[config.mk]
export PLATFORM = sky130hd
export DESIGN_NAME = vga_timing_gen
export DESIGN_NICKNAME = d
export VERILOG_FILES = /design/src/rtl/vga_timing_gen.sv
export SDC_FILE = /design/constraint.sdc
export NUM_CORES = 1
export LEC_CHECK = 0
export CORE_UTILIZATION = 45
export CTS_CLUSTER_SIZE = 14
export DETAILED_ROUTE_END_ITERATION = 7
export PLACE_DENSITY = 0.79
export SYNTH_ARGS = -nofsm -noshare
export SYNTH_HDL_FRONTEND = slang
export SYNTH_SLANG_ARGS = --single-unit
[constraint.sdc]
create_clock -name clk_pixel -period 2.2 [get_ports clk_pixel]
set_input_delay 0.44 -clock clk_pixel [delete_from_list [all_inputs] [get_ports clk_pixel]]
set_output_delay 0.44 -clock clk_pixel [all_outputs]
set_load 0.1 [all_outputs]
[src/rtl/vga_timing_gen.sv]
// Raster timing generator: pixel/line counters, fetch-latency-matched sync/blank delay line, registered RGB.
// Optional macro VGA_TEST_PATTERN_EN replaces framebuffer RGB with 8 vertical colour bars.
module vga_timing_gen #(
    parameter int   C_depth         = 8,
    parameter int   C_fetch_latency = 2,
    parameter int   C_h_visible     = 1024,
    parameter int   C_h_fp          = 16,
    parameter int   C_h_sync        = 96,
    parameter int   C_h_bp          = 152,
    parameter int   C_v_visible     = 768,
    parameter int   C_v_fp          = 3,
    parameter int   C_v_sync        = 6,
    parameter int   C_v_bp          = 13,
    parameter logic C_hsync_pol     = 1'b0,
    parameter logic C_vsync_pol     = 1'b0
) (
    input  logic               clk_pixel,
    input  logic               reset,
    output logic [10:0]        beam_x,
    output logic [9:0]         beam_y,
    output logic               beam_active,
    input  logic [C_depth-1:0] in_red,
    input  logic [C_depth-1:0] in_green,
    input  logic [C_depth-1:0] in_blue,
    output logic [C_depth-1:0] vga_red,
    output logic [C_depth-1:0] vga_green,
    output logic [C_depth-1:0] vga_blue,
    output logic               vga_hsync,
    output logic               vga_vsync,
    output logic               vga_blank,
    output logic               vga_frame_start
);

    localparam int H_TOTAL = C_h_visible + C_h_fp + C_h_sync + C_h_bp;
    localparam int V_TOTAL = C_v_visible + C_v_fp + C_v_sync + C_v_bp;
    localparam int D       = C_fetch_latency + 1;

    localparam logic [10:0] H_LAST     = 11'(H_TOTAL - 1);
    localparam logic [10:0] H_VIS      = 11'(C_h_visible);
    localparam logic [10:0] HS_START   = 11'(C_h_visible + C_h_fp);
    localparam logic [10:0] HS_END     = 11'(C_h_visible + C_h_fp + C_h_sync);
    localparam logic [9:0]  V_LAST     = 10'(V_TOTAL - 1);
    localparam logic [9:0]  V_VIS      = 10'(C_v_visible);
    localparam logic [9:0]  VS_START   = 10'(C_v_visible + C_v_fp);
    localparam logic [9:0]  VS_END     = 10'(C_v_visible + C_v_fp + C_v_sync);

    // Delay-line word: [0] hsync active, [1] vsync active, [2] blank, [3] frame start, [6:4] bar index.
`ifdef VGA_TEST_PATTERN_EN
    localparam int PW = 7;
`else
    localparam int PW = 4;
`endif
    localparam logic [PW-1:0] PIPE_RST = {{(PW-3){1'b0}}, 3'b100};

    logic [10:0] beam_x_q, beam_x_d;
    logic [9:0]  beam_y_q, beam_y_d;

    always_comb begin
        beam_x_d = beam_x_q + 11'd1;
        beam_y_d = beam_y_q;
        if (beam_x_q == H_LAST) begin
            beam_x_d = '0;
            if (beam_y_q == V_LAST) begin
                beam_y_d = '0;
            end else begin
                beam_y_d = beam_y_q + 10'd1;
            end
        end
    end

    always_ff @(posedge clk_pixel or posedge reset) begin
        if (reset) begin
            beam_x_q <= '0;
            beam_y_q <= '0;
        end else begin
            beam_x_q <= beam_x_d;
            beam_y_q <= beam_y_d;
        end
    end

    assign beam_x      = beam_x_q;
    assign beam_y      = beam_y_q;
    assign beam_active = (beam_x_q < H_VIS) && (beam_y_q < V_VIS);

    logic [PW-1:0] raw_vec;

    // beam_y only moves on the line wrap, so vsync_raw inherently changes with beam_x==0.
    always_comb begin
        raw_vec    = '0;
        raw_vec[0] = (beam_x_q >= HS_START) && (beam_x_q < HS_END);
        raw_vec[1] = (beam_y_q >= VS_START) && (beam_y_q < VS_END);
        raw_vec[2] = !beam_active;
        raw_vec[3] = (beam_x_q == 11'd0) && (beam_y_q == 10'd0);
`ifdef VGA_TEST_PATTERN_EN
        raw_vec[6:4] = beam_x_q[9:7];
`endif
    end

    logic [PW-1:0] pipe_q [1:D];

    always_ff @(posedge clk_pixel or posedge reset) begin
        if (reset) begin
            for (int k = 1; k <= D; k++) begin
                pipe_q[k] <= PIPE_RST;
            end
        end else begin
            pipe_q[1] <= raw_vec;
            for (int k = 2; k <= D; k++) begin
                pipe_q[k] <= pipe_q[k-1];
            end
        end
    end

    // The RGB register sits one stage before the sync outputs, so it qualifies with stage D-1.
    logic       sel_blank;
    logic [2:0] sel_bar;

    generate
        if (C_fetch_latency == 0) begin : g_sel_raw
            assign sel_blank = raw_vec[2];
`ifdef VGA_TEST_PATTERN_EN
            assign sel_bar   = raw_vec[6:4];
`else
            assign sel_bar   = 3'b000;
`endif
        end else begin : g_sel_pipe
            assign sel_blank = pipe_q[C_fetch_latency][2];
`ifdef VGA_TEST_PATTERN_EN
            assign sel_bar   = pipe_q[C_fetch_latency][6:4];
`else
            assign sel_bar   = 3'b000;
`endif
        end
    endgenerate

    logic [3*C_depth-1:0] in_pack;
    logic [3*C_depth-1:0] rgb_pack;

    assign in_pack = {in_red, in_green, in_blue};

`ifdef VGA_TEST_PATTERN_EN
    logic unused_in;
    assign unused_in = ^in_pack;
`else
    logic unused_bar;
    assign unused_bar = ^sel_bar;
`endif

    // Channel gi: 0 = red (bar bit 2), 1 = green (bit 1), 2 = blue (bit 0).
    genvar gi;
    generate
        for (gi = 0; gi < 3; gi++) begin : g_ch
            logic [C_depth-1:0] ch_src;
            logic [C_depth-1:0] ch_d;
            logic [C_depth-1:0] ch_q;

            always_comb begin
`ifdef VGA_TEST_PATTERN_EN
                ch_src = {C_depth{sel_bar[2-gi]}};
`else
                ch_src = in_pack[(2-gi)*C_depth +: C_depth];
`endif
                ch_d = sel_blank ? '0 : ch_src;
            end

            always_ff @(posedge clk_pixel or posedge reset) begin
                if (reset) begin
                    ch_q <= '0;
                end else begin
                    ch_q <= ch_d;
                end
            end

            assign rgb_pack[(2-gi)*C_depth +: C_depth] = ch_q;
        end
    endgenerate

    assign {vga_red, vga_green, vga_blue} = rgb_pack;

    assign vga_hsync       = pipe_q[D][0] ? C_hsync_pol : ~C_hsync_pol;
    assign vga_vsync       = pipe_q[D][1] ? C_vsync_pol : ~C_vsync_pol;
    assign vga_blank       = pipe_q[D][2];
    assign vga_frame_start = pipe_q[D][3];

endmodule
### Word level (Yosys, flattened, before mapping)

Cells that the tools add are included.

| word-level totals | value |
|---|---|
| bits in registers | 57 |
| word-level logic and storage cells | 32 |
| output and inout bits | 50 |

| operators by class | value |
|---|---|
| eq/ne operators | 2 |
| $lt $le $gt $ge | 6 |
| reductions and logical operators | 7 |
| mux-type cells | 7 |
| add/sub/neg operators | 2 |

Operator list:

| kind | count |
|---|---|
| 8-bit two-way mux | 3 |
| 11-bit less-than comparator (second input constant) | 2 |
| 10-bit less-than comparator (second input constant) | 2 |
| 11-bit by 1-bit adder with 11-bit output (second input constant) | 1 |
| 11-bit equality test (second input constant) | 1 |
| 11-bit >= comparator (second input constant) | 1 |
| 11-bit logical NOT | 1 |
| 11-bit two-way mux | 1 |
| 10-bit by 1-bit adder with 10-bit output (second input constant) | 1 |
| 10-bit equality test (second input constant) | 1 |
| 10-bit >= comparator (second input constant) | 1 |
| 10-bit logical NOT | 1 |
| 10-bit two-way mux | 1 |
| 1-bit logical AND | 4 |
| 1-bit two-way mux | 2 |
| 1-bit logical NOT | 1 |

### Depth between registers and ports, before layout

| logic depth | value |
|---|---|
| depth after elaboration | 3 |
| gate-level depth with buffers | 6 |
| mapped depth without buffers | 6 |

### Worst setup path after synthesis

Ideal clock, no wire load.

| timing path | value |
|---|---|
| path kind | register to output |
| start | reg beam_y_q[9] (netlist: beam_y[9]) |
| end | out beam_active |
| cell stages (with the launch flop) | 4 |
| data arrival time | 2.024 ns |
| slack | -0.264 ns |
| data required time | 1.760 ns |
| path through | dfrtp_1 > and2_2 > or2_2 > inv_1 |

| on the way | value |
|---|---|
| longest elaborated chain between the ends | 2 |

Ends and longest elaborated chain:

| item | RTL line | RTL |
|---|---|---|
| start: declaration | 56 | `logic [9:0] beam_y_q, beam_y_d;` |
| start signal: assignment | 77 | `beam_y_q <= beam_y_d;` |
| 10-bit less-than comparator | 83 | `assign beam_active = (beam_x_q < H_VIS) && (beam_y_q < V_VIS);` |
| 1-bit logical AND | 83 |  |
| end: declaration | 21 | `output logic beam_active,` |

Every way passes these cells.

### Final worst setup path

| timing path | value |
|---|---|
| start | reg beam_y_q[8] (netlist: beam_y[8]) |
| end | out beam_active |

Same word-level chain as after synthesis.

==> reports/qor.yml <==
routing:
  vias_per_cell: 4.98
  route.detailed.drc: 0
  antenna_left: 0
  first_pass_iters: 4
  wl_per_cell_um: 13.3
  dr.first_iter.drc_count: 78
  num_vias: 1699
  drt_wl_total_mm: 4.53
yosys:
  yosysUniqueCellTypes: 37
  synthFlopType: "dfrtp_1"
  synth_compound_area_share_pct: 4.11
  synthMuxAreaShare_pct: 0
  synth_top_family_by_area: "simple AND/OR/NAND/NOR gates"
  yosys_warnings: 0
  synth-xor-area-share_pct: 4.22
  synth-seq-cells: 57
  ys_seq_area_share_pct: 62.6
  synthesis.area_um2: 2280
  postSynthCellCount: 188
  synthArstFlopShare_pct: 100
  synth_edf_count: 0
  avgSynthCellArea_um2: 12.1
  synthAdderAreaFrac_pct: 3.29
  synthSimpleGateAreaFrac_pct: 22.5
  synth_fp_nets: 220
floorplanning:
  die_w_um: 73.2
  initial_core_util_pct: 47.4
  rows: 25
  die_area_um2: 5360
  pin_count: 76
  die_y_um: 73.2
  coreArea_um2: 4820
grt:
  grt.overflow.total: 0
  antenna_found_initial: 0
  grt_max_degree: 58
  first_global_vias: 1477
  grtUsageTotal_pct: 18.8
  grt_pass1_wl_mm: 7.31
sta:
  finalSetupTns_ps: 0
  rsz0062_at_grt: "false"
  finClkSkew_ps: 5.65
  finalSetupViolations: 0
  post-route-period-util_pct: 91.4
  slew_headroom_pct: 72.1
  fmax_ghz: 0.497
  hold_violations: 0
  slew_violations: 0
  period_needed_ps: 2010
  max_slew.worst_pin.slew_ps: 414
setup_path:
  crit_slowest_cell: "dfrtp_1"
  cp_max_fo: 6
  critPathBufInv: 2
  worstSetupPathType: "reg2out"
  r2r-start: "beam_x[0]$_DFF_PP0_"
  crit_path_end_kind: "primary output"
  max_stage_delay_ps: 440
  start_kind: "flop"
  critical_path.top_delay_family: "simple AND/OR/NAND/NOR gates"
  crit_required_ps: 1760
  arrival_ps: 1570
  regToRegSetupSlack_ps: 480
  r2r-end: "beam_y[3]$_DFFE_PP0N_"
  critical_path.cell_chain: "and2_2, or2_2, clkinvlp_4, buf_12"
  worstRegToRegCells: 5
clock_tree:
  clock_latency_ps: 330
  clk_path_buf_depth: 2
  cts_setup_buffers: 0
  hold_buffers: 0
  h-tree-depth: 3
  cts_buffers: 9
  ctsResizeCount: 0
  cts_root_buffer: "clkbuf_8"
  cts_num_sinks: 57
  cts_tree: "built"
  clk_pin_slew_worst_paths_ps: 60
finish:
  mostFrequentLayoutCells: "dfrtp_1, buf_4, nor2b_1, clkdlybuf4s50_1, clkbuf_8"
  antenna_cells: 0
  nFillCells: 370
  nNetsFinal: 301
  syn2layout_area_growth_pct: 39.5
  drive_gt1_share_pct: 30.7
  final_cell_area_um2: 3180
  fin_util_pct: 66.1
  final_common_cell: "dfrtp_1"
power:
  vdd_drop_max_uv: 296
  p_total_mw: 2.31
  leakagePower_nw: 1.49
  cellPowerDensity_nw_per_um2: 725
placement:
  detailed_place_hpwl_mm: 3.15
  io_buffer_count: 75
  gp_congestion: 0.893
  placed_cell_area_um2: 3000
hold_path:
  hold_depth: 0
  hold_class: "reg2reg"
  hold_path_end: "vga_frame_start$_DFF_PP0_"
  worst_hold_startpoint: "pipe_q[7]$_DFF_PP0_"
run:
  drv_cap: 0
outcome:
  status: "finished clean"
==> area by class of cell <==
| class | count | area, um2 | share of cell area [%] |
|---|---|---|---|
| Clock inverter | 3 | 40.0 | 1.26 |
| Sequential cell | 57 | 1430 | 45.0 |
| Tap cell | 67 | 83.8 | 2.63 |
| Timing Repair Buffer | 76 | 658 | 20.7 |
| Multi-Input combinational cell | 115 | 778 | 24.4 |
| Inverter | 10 | 41.3 | 1.30 |
| Clock buffer | 13 | 149 | 4.68 |
==> stage by stage <==
| step | hold slack [ps] | cells | setup WS, ps |
|---|---|---|---|
| final | 347 | 341 | 189 |
| after floorplan | 331 | 188 | -60.4 |
| after global routing | 357 | 341 | 139 |
| after global placement | 333 | 325 | 531 |
| after detailed placement | 335 | 325 | 484 |
| after CTS | 348 | 341 | 174 |
==> state kept, by name, indices dropped and copies added, names as in the netlist <==
name / count
beam_x: 11
beam_y: 10
pipe_q: 10
vga_blank: 1
vga_blue: 8
vga_frame_start: 1
vga_green: 8
vga_red: 8
==> cell usage after synthesis (2+ instances only) <==
master    count  share of area [%]
a21oi_1       4               0.88
a31oi_1       2               0.55
and3_1        3               0.82
and3_2        2               0.66
and4_2        3                1.3
and4b_1       2               0.88
buf_4         2               0.66
clkbuf_1      3               0.49
dfrtp_1      54                 59
dfstp_2       3                3.5
ha_1          6                3.3
inv_1        10                1.6
nand2_1       6               0.99
nand2b_1      2               0.55
nand3_1       9                2.0
nand4_1       5                1.4
nor2_1        8                1.3
nor2b_1      25                6.8
nor3_1        4               0.88
o21ai_0       9                2.0
xnor2_1       6                2.3
xor2_1        5                1.9
==> worst max-delay path by stage <==
stage | from | endpoint | slack (ps) | cells after the start
6_report | beam_y[8]$_DFFE_PP0N_ | beam_active | 190 | 4
5_1_grt | beam_y[8]$_DFFE_PP0N_ | beam_active | 140 | 4
4_1_cts | beam_y[8]$_DFFE_PP0N_ | beam_active | 170 | 4
3_5_place_dp | beam_x[0]$_DFF_PP0_ | beam_y[3]$_DFFE_PP0N_ | 480 | 5
3_3_place_gp | beam_x[0]$_DFF_PP0_ | beam_y[3]$_DFFE_PP0N_ | 530 | 5
2_1_floorplan | beam_y[8]$_DFFE_PP0N_ | beam_active | -60 | 3
==> cells by family (layout without fill, tap and decap cells) <==
kind of cell | after synthesis | in the layout
flops | 57 | 57
xor+xnor | 11 | 11
fa+ha+maj | 6 | 6
buf+inv | 16 | 102
simple gates | 81 | 81
compound gates | 17 | 17
==> power by group <==
| group | internal, mW | switching (mW) |
|---|---|---|
| clock | 0.551 | 0.390 |
| combinational | 0.0813 | 0.209 |
| sequential | 1.07 | 0.00524 |
| total | 1.70 | 0.604 |
==> layer usage <==
| layer | track usage (%) | wire [um] |
|---|---|---|
| met1 | 25.5 | 2020 |
| met2 | 26.6 | 2010 |
| met3 | 5.52 | 398 |
| met4 | 11.3 | 108 |
| met5 | 0 | 0 |
Power figures use the tool's default switching activity.
